### src/rtl/mctrl_pkg.sv
// mctrl_pkg: shared types and encodings for the multi-cycle MIPS-subset
// control FSM. The ALUOp values are consumed by the existing ALU controller
// and must stay in sync with it.
package mctrl_pkg;

   localparam int unsigned OP_W    = 6;   // opcode width (instr[31:26])
   localparam int unsigned ALUOP_W = 3;   // ALUOp width, matches ALU controller
   localparam int unsigned CNT_W   = 32;  // performance counter width
   localparam int unsigned SRCB_W  = 2;
   localparam int unsigned PCSRC_W = 2;

   typedef enum logic [3:0] {
      IDLE,
      FETCH,
      DECODE,
      MEM_ADDR,
      MEM_RD,
      MEM_WB,
      MEM_WR,
      R_EXEC,
      R_WB,
      I_EXEC,
      I_WB,
      BRANCH,
      JUMP
   } state_e;

   // Supported opcodes
   localparam logic [OP_W-1:0] OP_RTYPE = 6'b000000;
   localparam logic [OP_W-1:0] OP_LW    = 6'b100011;
   localparam logic [OP_W-1:0] OP_SW    = 6'b101011;
   localparam logic [OP_W-1:0] OP_ADDI  = 6'b001000;
   localparam logic [OP_W-1:0] OP_SLTIU = 6'b001011;
   localparam logic [OP_W-1:0] OP_LUI   = 6'b001111;
   localparam logic [OP_W-1:0] OP_ORI   = 6'b001101;
   localparam logic [OP_W-1:0] OP_BEQ   = 6'b000100;
   localparam logic [OP_W-1:0] OP_BNE   = 6'b000101;
   localparam logic [OP_W-1:0] OP_J     = 6'b000010;

   // ALUOp encoding shared with the ALU controller
   localparam logic [ALUOP_W-1:0] ALUOP_RTYPE = 3'b000;
   localparam logic [ALUOP_W-1:0] ALUOP_ADD   = 3'b001;
   localparam logic [ALUOP_W-1:0] ALUOP_SLTIU = 3'b010;
   localparam logic [ALUOP_W-1:0] ALUOP_BEQ   = 3'b011;
   localparam logic [ALUOP_W-1:0] ALUOP_LUI   = 3'b100;
   localparam logic [ALUOP_W-1:0] ALUOP_ORI   = 3'b101;
   localparam logic [ALUOP_W-1:0] ALUOP_BNE   = 3'b110;

   // ALU operand B select
   localparam logic [SRCB_W-1:0] SRCB_RT      = 2'b00;
   localparam logic [SRCB_W-1:0] SRCB_FOUR    = 2'b01;
   localparam logic [SRCB_W-1:0] SRCB_IMM     = 2'b10;
   localparam logic [SRCB_W-1:0] SRCB_IMM_SH2 = 2'b11;

   // PC source select
   localparam logic [PCSRC_W-1:0] PCSRC_ALU    = 2'b00;
   localparam logic [PCSRC_W-1:0] PCSRC_ALUOUT = 2'b01;
   localparam logic [PCSRC_W-1:0] PCSRC_JUMP   = 2'b10;

   // True for every opcode the datapath can execute
   function automatic logic op_legal(input logic [OP_W-1:0] op);
      logic ok;
      case (op)
         OP_RTYPE, OP_LW, OP_SW, OP_ADDI, OP_SLTIU,
         OP_LUI, OP_ORI, OP_BEQ, OP_BNE, OP_J: ok = 1'b1;
         default:                             ok = 1'b0;
      endcase
      return ok;
   endfunction

endpackage

### src/rtl/mctrl_out_decode.sv
// mctrl_out_decode: combinational map from (state, opcode, mem_ready) to the
// datapath control signals. Pure Moore decode of state, except that FETCH
// gates ir_write/pc_write with mem_ready_i and DECODE flags illegal opcodes.
// Ports: state_i, opcode_i, mem_ready_i in; all control strobes/selects out.
module mctrl_out_decode
   import mctrl_pkg::*;
(
   input  state_e                 state_i,
   input  logic [OP_W-1:0]        opcode_i,
   input  logic                   mem_ready_i,
   output logic                   pc_write_o,
   output logic                   pc_write_cond_o,
   output logic                   iord_o,
   output logic                   mem_read_o,
   output logic                   mem_write_o,
   output logic                   ir_write_o,
   output logic                   mem_to_reg_o,
   output logic                   reg_dst_o,
   output logic                   reg_write_o,
   output logic                   alu_src_a_o,
   output logic [SRCB_W-1:0]      alu_src_b_o,
   output logic [ALUOP_W-1:0]     alu_op_o,
   output logic [PCSRC_W-1:0]     pc_source_o,
   output logic                   illegal_o
);

   // Control decode; every output defaults to 0 (IDLE and reset state)
   always_comb begin
      pc_write_o      = 1'b0;
      pc_write_cond_o = 1'b0;
      iord_o          = 1'b0;
      mem_read_o      = 1'b0;
      mem_write_o     = 1'b0;
      ir_write_o      = 1'b0;
      mem_to_reg_o    = 1'b0;
      reg_dst_o       = 1'b0;
      reg_write_o     = 1'b0;
      alu_src_a_o     = 1'b0;
      alu_src_b_o     = SRCB_RT;
      alu_op_o        = ALUOP_RTYPE;
      pc_source_o     = PCSRC_ALU;
      illegal_o       = 1'b0;
      case (state_i)
         FETCH: begin
            mem_read_o  = 1'b1;
            alu_src_b_o = SRCB_FOUR;
            alu_op_o    = ALUOP_ADD;
            // IR and PC+4 only commit on the cycle the read completes
            ir_write_o  = mem_ready_i;
            pc_write_o  = mem_ready_i;
         end
         DECODE: begin
            alu_src_b_o = SRCB_IMM_SH2;
            alu_op_o    = ALUOP_ADD;
            illegal_o   = ~op_legal(opcode_i);
         end
         MEM_ADDR: begin
            alu_src_a_o = 1'b1;
            alu_src_b_o = SRCB_IMM;
            alu_op_o    = ALUOP_ADD;
         end
         MEM_RD: begin
            mem_read_o = 1'b1;
            iord_o     = 1'b1;
         end
         MEM_WB: begin
            reg_write_o  = 1'b1;
            mem_to_reg_o = 1'b1;
         end
         MEM_WR: begin
            mem_write_o = 1'b1;
            iord_o      = 1'b1;
         end
         R_EXEC: begin
            alu_src_a_o = 1'b1;
            alu_op_o    = ALUOP_RTYPE;
         end
         R_WB: begin
            reg_write_o = 1'b1;
            reg_dst_o   = 1'b1;
         end
         I_EXEC: begin
            alu_src_a_o = 1'b1;
            alu_src_b_o = SRCB_IMM;
            case (opcode_i)
               OP_SLTIU: alu_op_o = ALUOP_SLTIU;
               OP_LUI:   alu_op_o = ALUOP_LUI;
               OP_ORI:   alu_op_o = ALUOP_ORI;
               default:  alu_op_o = ALUOP_ADD;
            endcase
         end
         I_WB: begin
            reg_write_o = 1'b1;
         end
         BRANCH: begin
            alu_src_a_o     = 1'b1;
            pc_write_cond_o = 1'b1;
            pc_source_o     = PCSRC_ALUOUT;
            alu_op_o        = (opcode_i == OP_BNE) ? ALUOP_BNE : ALUOP_BEQ;
         end
         JUMP: begin
            pc_write_o  = 1'b1;
            pc_source_o = PCSRC_JUMP;
         end
         default: ;
      endcase
   end

endmodule

### src/rtl/multicycle_ctrl.sv
// multicycle_ctrl: main control FSM of the multi-cycle MIPS-subset datapath.
// Sequences FETCH/DECODE/execute/memory/writeback; memory accesses wait on
// mem_ready_i so variable-latency memory is tolerated.
// Ports: clk_i, rst_i (async, active-low), opcode_i, mem_ready_i in;
//        datapath controls and illegal_o out (decoded from state).
// Optional: define MCTRL_PERF_CNT_EN to add cycle_cnt_o, instr_cnt_o and
//           stall_cnt_o performance counters.
module multicycle_ctrl
   import mctrl_pkg::*;
(
   input  logic                   clk_i,
   input  logic                   rst_i,
   input  logic [OP_W-1:0]        opcode_i,
   input  logic                   mem_ready_i,
   output logic                   pc_write_o,
   output logic                   pc_write_cond_o,
   output logic                   iord_o,
   output logic                   mem_read_o,
   output logic                   mem_write_o,
   output logic                   ir_write_o,
   output logic                   mem_to_reg_o,
   output logic                   reg_dst_o,
   output logic                   reg_write_o,
   output logic                   alu_src_a_o,
   output logic [SRCB_W-1:0]      alu_src_b_o,
   output logic [ALUOP_W-1:0]     alu_op_o,
   output logic [PCSRC_W-1:0]     pc_source_o,
   output logic                   illegal_o
`ifdef MCTRL_PERF_CNT_EN
   ,
   output logic [CNT_W-1:0]       cycle_cnt_o,
   output logic [CNT_W-1:0]       instr_cnt_o,
   output logic [CNT_W-1:0]       stall_cnt_o
`endif
);

   state_e state_q, state_d;

   // State register; reset forces IDLE so every decoded output drops at once
   always_ff @(posedge clk_i or negedge rst_i) begin
      if (!rst_i) state_q <= IDLE;
      else        state_q <= state_d;
   end

   // Next-state logic
   always_comb begin
      state_d = state_q;
      case (state_q)
         IDLE:     state_d = FETCH;
         FETCH:    if (mem_ready_i) state_d = DECODE;
         DECODE: begin
            case (opcode_i)
               OP_RTYPE:                         state_d = R_EXEC;
               OP_LW, OP_SW:                     state_d = MEM_ADDR;
               OP_ADDI, OP_SLTIU, OP_LUI, OP_ORI: state_d = I_EXEC;
               OP_BEQ, OP_BNE:                   state_d = BRANCH;
               OP_J:                             state_d = JUMP;
               default:                          state_d = FETCH;
            endcase
         end
         MEM_ADDR: state_d = (opcode_i == OP_LW) ? MEM_RD : MEM_WR;
         MEM_RD:   if (mem_ready_i) state_d = MEM_WB;
         MEM_WB:   state_d = FETCH;
         MEM_WR:   if (mem_ready_i) state_d = FETCH;
         R_EXEC:   state_d = R_WB;
         R_WB:     state_d = FETCH;
         I_EXEC:   state_d = I_WB;
         I_WB:     state_d = FETCH;
         BRANCH:   state_d = FETCH;
         JUMP:     state_d = FETCH;
         default:  state_d = IDLE;
      endcase
   end

   mctrl_out_decode u_out_decode (
      .state_i         (state_q),
      .opcode_i        (opcode_i),
      .mem_ready_i     (mem_ready_i),
      .pc_write_o      (pc_write_o),
      .pc_write_cond_o (pc_write_cond_o),
      .iord_o          (iord_o),
      .mem_read_o      (mem_read_o),
      .mem_write_o     (mem_write_o),
      .ir_write_o      (ir_write_o),
      .mem_to_reg_o    (mem_to_reg_o),
      .reg_dst_o       (reg_dst_o),
      .reg_write_o     (reg_write_o),
      .alu_src_a_o     (alu_src_a_o),
      .alu_src_b_o     (alu_src_b_o),
      .alu_op_o        (alu_op_o),
      .pc_source_o     (pc_source_o),
      .illegal_o       (illegal_o)
   );

`ifdef MCTRL_PERF_CNT_EN
   logic [CNT_W-1:0] cycle_cnt_q, instr_cnt_q, stall_cnt_q;
   logic             instr_done_c, stall_c;

   // An instruction retires when a completing state hands back to FETCH;
   // IDLE->FETCH and illegal DECODE->FETCH are not retirements
   assign instr_done_c = (state_d == FETCH) &&
                         (state_q inside {MEM_WB, MEM_WR, R_WB, I_WB, BRANCH, JUMP});
   assign stall_c      = (state_q inside {FETCH, MEM_RD, MEM_WR}) && !mem_ready_i;

   // Free-running, wrapping performance counters
   always_ff @(posedge clk_i or negedge rst_i) begin
      if (!rst_i) begin
         cycle_cnt_q <= '0;
         instr_cnt_q <= '0;
         stall_cnt_q <= '0;
      end else begin
         if (state_q != IDLE) cycle_cnt_q <= cycle_cnt_q + CNT_W'(1);
         if (instr_done_c)    instr_cnt_q <= instr_cnt_q + CNT_W'(1);
         if (stall_c)         stall_cnt_q <= stall_cnt_q + CNT_W'(1);
      end
   end

   assign cycle_cnt_o = cycle_cnt_q;
   assign instr_cnt_o = instr_cnt_q;
   assign stall_cnt_o = stall_cnt_q;
`endif

   // Unified memory takes one request at a time
   a_mem_excl: assert property (@(posedge clk_i) disable iff (!rst_i)
                                !(mem_read_o && mem_write_o));

endmodule

### config.mk
export PLATFORM = sky130hd
export DESIGN_NAME = multicycle_ctrl
export DESIGN_NICKNAME = d
export VERILOG_FILES = /design/src/rtl/mctrl_pkg.sv /design/src/rtl/mctrl_out_decode.sv /design/src/rtl/multicycle_ctrl.sv
export SDC_FILE = /design/constraint.sdc
export NUM_CORES = 1
export LEC_CHECK = 0
export BUFFER_PORTS_ARGS = -buffer_cell sky130_fd_sc_hd__buf_4
export CAP_MARGIN = 40
export CORE_MARGIN = 2
export CORE_UTILIZATION = 30
export CTS_CLUSTER_DIAMETER = 40
export CTS_CLUSTER_SIZE = 10
export DETAILED_ROUTE_END_ITERATION = 8
export PLACE_DENSITY_LB_ADDON = 0.05
export SETUP_SLACK_MARGIN = 0.15
export SLEW_MARGIN = 20
export SYNTH_ARGS = -nofsm -noshare
export SYNTH_HDL_FRONTEND = slang
export SYNTH_SLANG_ARGS = --single-unit
### constraint.sdc
create_clock -name clk_i -period 1.5 [get_ports clk_i]
set_input_delay 0.15 -clock clk_i [delete_from_list [all_inputs] [get_ports clk_i]]
set_output_delay 0.15 -clock clk_i [all_outputs]
set_load 0.02 [all_outputs]
# Yosys cells after proc, flatten, opt, wreduce, memory -nomap -nowiden
# Index checks and enable logic that the tools add are counted.
# W data, S select, Z words.
[word_totals]
regBits = 4
output_inout_bits = 18
[classes]
n_eq_ne = 24
muxes = 24
bitwise_logic = 1
reduce_logical = 14
[op_table]
columns = ["cell", "n"]
rows = [
  ["$pmux W4 S8", 1],
  ["$eq A6 B4 Y1 const B", 4],
  ["$eq A4 B4 Y1 const B", 5],
  ["$pmux W4 S5", 1],
  ["$pmux W3 S3", 2],
  ["$eq A4 B3 Y1 const B", 4],
  ["$eq A6 B3 Y1 const B", 2],
  ["$eq A6 B6 Y1 const B", 2],
  ["$mux W1", 12],
  ["$mux W4", 3],
  ["$reduce_or A10 Y1", 1],
  ["$reduce_or A2 Y1", 5],
  ["$eq A4 B2 Y1 const B", 2],
  ["$reduce_or A4 Y1", 2],
  ["$eq A6 B2 Y1 const B", 1],
  ["$logic_not A6 Y1", 1],
  ["$ne A2 B2 Y1 const B", 3],
  ["$pmux W2 S3", 1],
  ["$reduce_or A3 Y1", 2],
  ["$reduce_or A6 Y1", 1],
  ["$eq A4 B1 Y1 const B", 1],
  ["$logic_not A4 Y1", 1],
  ["$pmux W2 S2", 1],
  ["$mux W3", 1],
  ["4 further kinds", 4],
]

# Logic depth before layout (Yosys ltp)
# Gate-level depths: netlist of run 1.
[logic_depth]
depth_word = 6
mapped_depth = 5

# Hierarchy
# A second synthesis of run 1 with hierarchy kept.
[hier_totals]
hier_cells = 101
area_unflattened_um2 = 675.6
[modules_own_cells]
columns = ["mod", "instances", "cells_each", "area_per_inst_um2"]
rows = [
  ["multicycle_ctrl", 1, 50, 365.4],
  ["mctrl_out_decode", 1, 51, 310.3],
]

# Least setup slack after synthesis of run 1
# OpenSTA, ideal clock, no wires.
[synth_timing]
path_kind = "register -> output"
start = "reg state_q[3]"
end = "out pc_write_o"
t_arrival_ns = 1.414
required_time_ns = 1.350
slack_ns = -0.064
path_stages_with_launch = 5
n_path_buf = 1
cell_sequence = "dfrtp_1 -> buf_2 -> nand2_1 -> nor3_1 -> or2_1"
[synth_between]
elab_chain_len = 2
word_cells_on_any_way = 3
classes_between = "2 x eq/ne; 1 x mux"
[synth_rtl]
columns = ["element", "line", "source"]
rows = [
  ["start, declared", "multicycle_ctrl.sv:37", "state_e state_q, state_d;"],
  ["start signal, assigned", "multicycle_ctrl.sv:42", "else state_q <= state_d;"],
  ["$eq A4 B4 Y1 / $eq A4 B1 Y1 (equally long branches)", "mctrl_out_decode.sv:43", "case (state_i)"],
  ["$pmux W1 S2 *", "mctrl_out_decode.sv:43", ""],
  ["end, declared", "multicycle_ctrl.sv:15", "output logic pc_write_o,"],
]
# Every way passes the cells marked *; elsewhere a longest branch is shown, timed or not.

# Worst setup path after layout of run 1
[layout_timing]
start = "reg state_q[3]"
end = "out reg_write_o"
[layout_between]
elab_chain_len = 3
word_cells_on_any_way = 5
classes_between = "3 x eq/ne; 1 x mux; 1 x reduce/logical"
[layout_rtl]
columns = ["element", "line", "source"]
rows = [
  ["$eq A4 B3 Y1 / $eq A4 B4 Y1 (equally long branches)", "mctrl_out_decode.sv:43", ""],
  ["$reduce_or A3 Y1 (no line) *", "-", ""],
  ["$mux W1 *", "mctrl_out_decode.sv:43", ""],
  ["end, declared", "multicycle_ctrl.sv:23", "output logic reg_write_o,"],
]
# Marked as above.

==> flow_metrics.tcl, run 1 <==
set metrics [dict create \
    clk_latency_ns 0.27 \
    drtIter0Drc 30 \
    min_path_type "in2async" \
    cts_buffers 3 \
    grt_pass1_wl_mm 3.62 \
    gp_congestion 0.775 \
    syn2layout_area_growth_pct 114 \
    antenna_found_initial 0 \
    crit_fanout 7 \
    cts-root-buf "clkbuf_4" \
    clkTransAtPathRegs_ns 0.05 \
    ir_drop_v 0.00125 \
    synth_common_cells "nor2_1 (10), nand2_1 (8), a21oi_1 (6), buf_2 (6)" \
    num_rows 16 \
    drive_above_1_share_pct 63.9 \
    worst_slew_pin_slew_ns 0.389 \
    skew_ns 0.0221 \
    ant_nets 0 \
    cts_buffer_depth 2 \
    status "complete, but fails checks" \
    pin_count 27 \
    grt_max_degree 12 \
    max_cap_violations 0 \
    path_class "reg2out" \
    grt_pass1_vias 779 \
    synthDistinctLibCells 37 \
    routed_wl_mm 2.51 \
    start_util_pct 31.6 \
    p_per_area_nw_per_um2 1950 \
    hold_viol 0 \
    fmax_ghz 0.649 \
    synth_top_cell_area_share_pct 16.3 \
    failed_checks "negative setup slack" \
    vias 914 \
    htreeDepth 1 \
    largest_register_ffs 4 \
    regToRegSetupSlack_ns 0.06 \
    vias_per_cell 5.35 \
    synth_area_per_cell_um2 6.61 \
    yosys.area.top_type "dfrtp_1" \
    setup_viol_count_final 7 \
    routedWlPerCell_um 14.7 \
    hpwl_mm 1.35 \
    ys.flop_type "dfrtp_1" \
    regMostFlops "state_q" \
    cts_tree "done" \
    end_kind "output port" \
    yosysSeqAreaShare_pct 16.3 \
    synthesis.nets 102 \
    yosys_warnings 0 \
    final_net_count 155 \
    dieArea_um2 2430 \
    cp.required_ns 1.35 \
    reg_top3 "state_q x4" \
    cts_sinks 4 \
    yosys-top-cells-area "dfrtp_1 (16%), nor2_1 (6.1%), nor2b_1 (5.1%), a21oi_1 (4.9%), buf_2 (4.9%)" \
    cp-start-kind "register" \
    die_y_um 49.3 \
    synth_edf_count 0 \
    place_area_um2 875 \
    p_total_uw 2550 \
    rsz0062_at_grt "yes" \
    overflow 0 \
    drt-pass1-iter-count 4 \
    min_period_ns 1.54 \
    hold_slack_ns 0.212 \
    fin_crit_sh_pct 103 \
    grt_usage_pct 19.1 \
    synthCells 93 \
    p_leak_uw 0.000577 \
    slew_violations 0 \
    synth-seq-cells 4 \
    diodes 0 \
    stdcell_area_um2 1310 \
    die_w_um 49.3 \
    coreArea_um2 1940 \
    area.sequential_um2 105 \
    yosysMostFrequentCell "nor2_1" \
    async_flop_share_pct 100 \
    worst_slew_margin_rel_pct 73.8 \
    netlist_area_um2 614 \
    nFillCells 159 \
    worstPathArrival_ns 1.39 \
    port_buffers 26 \
    drc_errors 0 \
    multi_input_area_um2 636 \
    fin_setup_tns_ns -0.169 \
    worst_slack_ns -0.0419 \
]
==> cells by family after synthesis <==
| logic type | Yosys count | synth area share [%] |
|---|---|---|
| adders and majority gates | 1 | 1.63 |
| buffers and inverters | 13 | 9.37 |
| DFF | 4 | 16.3 |
| muxes | 1 | 1.63 |
| xor gates and xnor gates | 1 | 1.43 |
| AOI/OAI and AO/OA | 26 | 29.9 |
| and+or+nand+nor | 47 | 39.7 |
==> metal layers <==
layer / global-route usage, % / routed length, µm / up-vias
met5: 0 / 0 / -
met4: 8.57 / 40 / 0
met3: 4.60 / 154 / 4
met2: 29.5 / 1200 / 37
met1: 24.9 / 1120 / 426
li1: - / - / 447
==> area by class of cell <==
class	instances	share of cell area [%]
flip-flops and latches	4	8.01
clock buffers	3	1.72
inverters	4	1.33
multi-input cells	76	48.4
well taps	27	2.57
repair buffers	57	37.9
==> critical path: stages (launching register included) <==
cell,delay (ns)
dfrtp_2,0.47
buf_6,0.17
nand2b_4,0.19
o22ai_2,0.15
buf_6,0.14
==> worst paths after layout <==
check	end	from	cells past startpoint
max reg2reg	state_q[3]	state_q[3]	6
max in group asynchronous	state_q[2]	rst_i	2
max	reg_write_o	state_q[3]	4
min	state_q[3]	rst_i	2
min in group clk_i	state_q[3]	opcode_i[5]	3
min reg2reg	state_q[3]	state_q[0]	2
==> cells in the final DEF (no fill, tap or decap), drive strengths merged, types with 3 or more instances in the layout <==
| cell | Yosys | layout |
|---|---|---|
| nand2b | 3 | 3 |
| buf | 6 | 56 |
| nor4 | 3 | 3 |
| nand2 | 8 | 8 |
| nor3 | 5 | 5 |
| nor2b | 5 | 5 |
| clkbuf | 3 | 3 |
| nor2 | 10 | 10 |
| nand3 | 4 | 4 |
| dfrtp | 4 | 4 |
| and3 | 3 | 3 |
| o22ai | 3 | 3 |
| a21oi | 6 | 6 |
| o21ai | 4 | 4 |
| inv | 4 | 4 |
==> power breakdown <==
part           leakage [µW]  internal, µW  total (µW)  switching (µW)
Clock             0.0000138          90.8         156            64.9
Sequential        0.0000453           163         269             107
Combinational      0.000518          1110        2130            1020
==> what timing repair did <==
action,in CTS,in global routing
buffers inserted,15,9
pin swaps,10,9
hold endpoints to repair,4,0
setup endpoints to repair,19,20
hold buffers,1,0
gates resized for setup,39,22
==> through the flow <==
step / instances / util (%) / worst slack [ns]
5_1_grt: 171 / 67.6 / -0.0721
3_5_place_dp: 143 / 45.0 / 0.0890
3_3_place_gp: 143 / 45.0 / 0.0957
2_1_floorplan: 93 / - / 0.132
4_1_cts: 162 / 59.7 / -0.0107
6_report: 171 / 67.6 / -0.0419
(Power assumes the default switching activity.)
==> run 2, diff against run 1 <==
==> constraint.sdc (replaced) <==
create_clock -name clk_i -period 1.96 [get_ports clk_i]
set_input_delay 0.196 -clock clk_i [delete_from_list [all_inputs] [get_ports clk_i]]
set_output_delay 0.196 -clock clk_i [all_outputs]
set_load 0.01 [all_outputs]
==> run 2 against run 1 <==
  * The flow now finishes without violations
  * Combinational power is 69% lower
  * First-iteration DRC count is 53% lower
  * Clock skew is 0.017 ns lower
  * Largest power group unchanged
==> flow_metrics.tcl, run 2 (synthesis results as in run 1) <==
set metrics [dict create \
    coreArea_um2 1940 \
    vias_per_cell 5.11 \
    antenna_found_initial 0 \
    reg_top3 "state_q x4" \
    p_per_area_nw_per_um2 1210 \
    final_net_count 125 \
    hold_viol 0 \
    end_kind "output port" \
    diodes 0 \
    cts_buffers 3 \
    regMostFlops "state_q" \
    port_buffers 26 \
    path_class "reg2out" \
    pin_count 27 \
    syn2layout_area_growth_pct 36.7 \
    cp_slowest_cell "dfrtp_1" \
    p_leak_uw 0.000369 \
    worst_slew_pin_slew_ns 0.377 \
    drive_above_1_share_pct 30.7 \
    status "completed" \
    mostFrequentLayoutCell "buf_4" \
    drtIter0Drc 14 \
    fin_setup_tns_ns 0 \
    htreeDepth 1 \
    cp.required_ns 1.76 \
    fmax_ghz 0.594 \
    drt-pass1-iter-count 4 \
    crit_buf_inv 1 \
    num_rows 16 \
    overflow 0 \
    rsz0062_at_grt "yes" \
    dieArea_um2 2430 \
    cts_tree "done" \
    ant_nets 0 \
    min_period_ns 1.68 \
    drc_errors 0 \
    cp-start-kind "register" \
    grt_max_degree 21 \
    crit_fanout 11 \
    grt_pass1_wl_mm 2.69 \
    clk_latency_ns 0.23 \
    hpwl_mm 1.25 \
    ir_drop_v 0.000790 \
    postCtsSetupBuffers 0 \
    grt_pass1_vias 590 \
    routedWlPerCell_um 11.6 \
    cts_buffer_depth 2 \
    start_util_pct 31.6 \
    gp_congestion 0.748 \
    routed_wl_mm 1.64 \
    final_cell_mix "buf_4 (26), nor2_1 (9), nand2_1 (8)" \
    max_stage_delay_ns 0.50 \
    worstPathArrival_ns 1.49 \
    die_y_um 49.3 \
    cp_top_family "simple AND/OR/NAND/NOR gates" \
    min_path_type "in2async" \
    max_cap_violations 0 \
    grt_usage_pct 13.7 \
    setup_viol_count_final 0 \
    largest_register_ffs 4 \
    die_w_um 49.3 \
    cts_sinks 4 \
    clkTransAtPathRegs_ns 0.04 \
    vias 721 \
    worst_slew_margin_rel_pct 74.7 \
    slew_violations 0 \
    fin_crit_sh_pct 85.9 \
    crit_chain "nor2_2 -> nand3_1 -> nor3_1 -> buf_4" \
    cts-root-buf "clkbuf_4" \
    fin_util_pct 43.2 \
    skew_ns 0.00564 \
]
==> run 2: stage by stage <==
stage	area [µm²]	worst slack (ns)	power (µW)	hold slack (ns)	instances
3_5_place_dp	801	0.392	909	-0.00641	137
5_1_grt	840	0.116	1130	0.296	141
4_1_cts	833	0.152	1020	0.282	141
3_3_place_gp	801	0.402	916	-0.00635	137
2_1_floorplan	614	0.621	649	-0.0996	93
6_report	840	0.276	1020	0.285	141
==> run 2: metal layers <==
metal	global-route usage, %	part of all wire [%]	wire, µm	vias to the layer above
li1	-	-	-	384
met1	19.6	54	883	319
met2	20.5	42	688	18
met3	1.53	4.3	71	0
met4	5.71	0	0	0
met5	0	0	0	-
==> run 2: what timing repair did <==
item                                    CTS  global route
endpoints found under the setup margin    0             5
hold buffers                              1             0
hold endpoints to repair                  4             0
gates resized for setup                   0             5
==> run 2: path summary, 6_finish.rpt <==
| kind | startpoint | end | slack (ns) | cells after the start |
|---|---|---|---|---|
| max | state_q[2] | illegal_o | 0.28 | 4 |
| min reg2reg | state_q[1] | state_q[0] | 0.71 | 1 |
| max reg2reg | state_q[2] | state_q[3] | 0.50 | 4 |
| max in group asynchronous | rst_i | state_q[0] | 1.55 | 2 |
| min in group clk_i | mem_ready_i | state_q[2] | 0.29 | 3 |
| min | rst_i | state_q[2] | 0.29 | 2 |
==> run 2: power by group <==
group / internal, µW / total [µW] / switching [µW]
logic: 335 / 662 / 327
registers: 122 / 255 / 133
clock network: 68.4 / 101 / 32.3
==> run 2: cell type report <==
cell class | count | area [µm²]
repair buffers | 27 | 205
fillers | 212 | 1100
inverters | 4 | 15.0
multi-input cells | 76 | 459
clock buffers | 3 | 22.5
well taps | 27 | 33.8
flip-flops and latches | 4 | 104
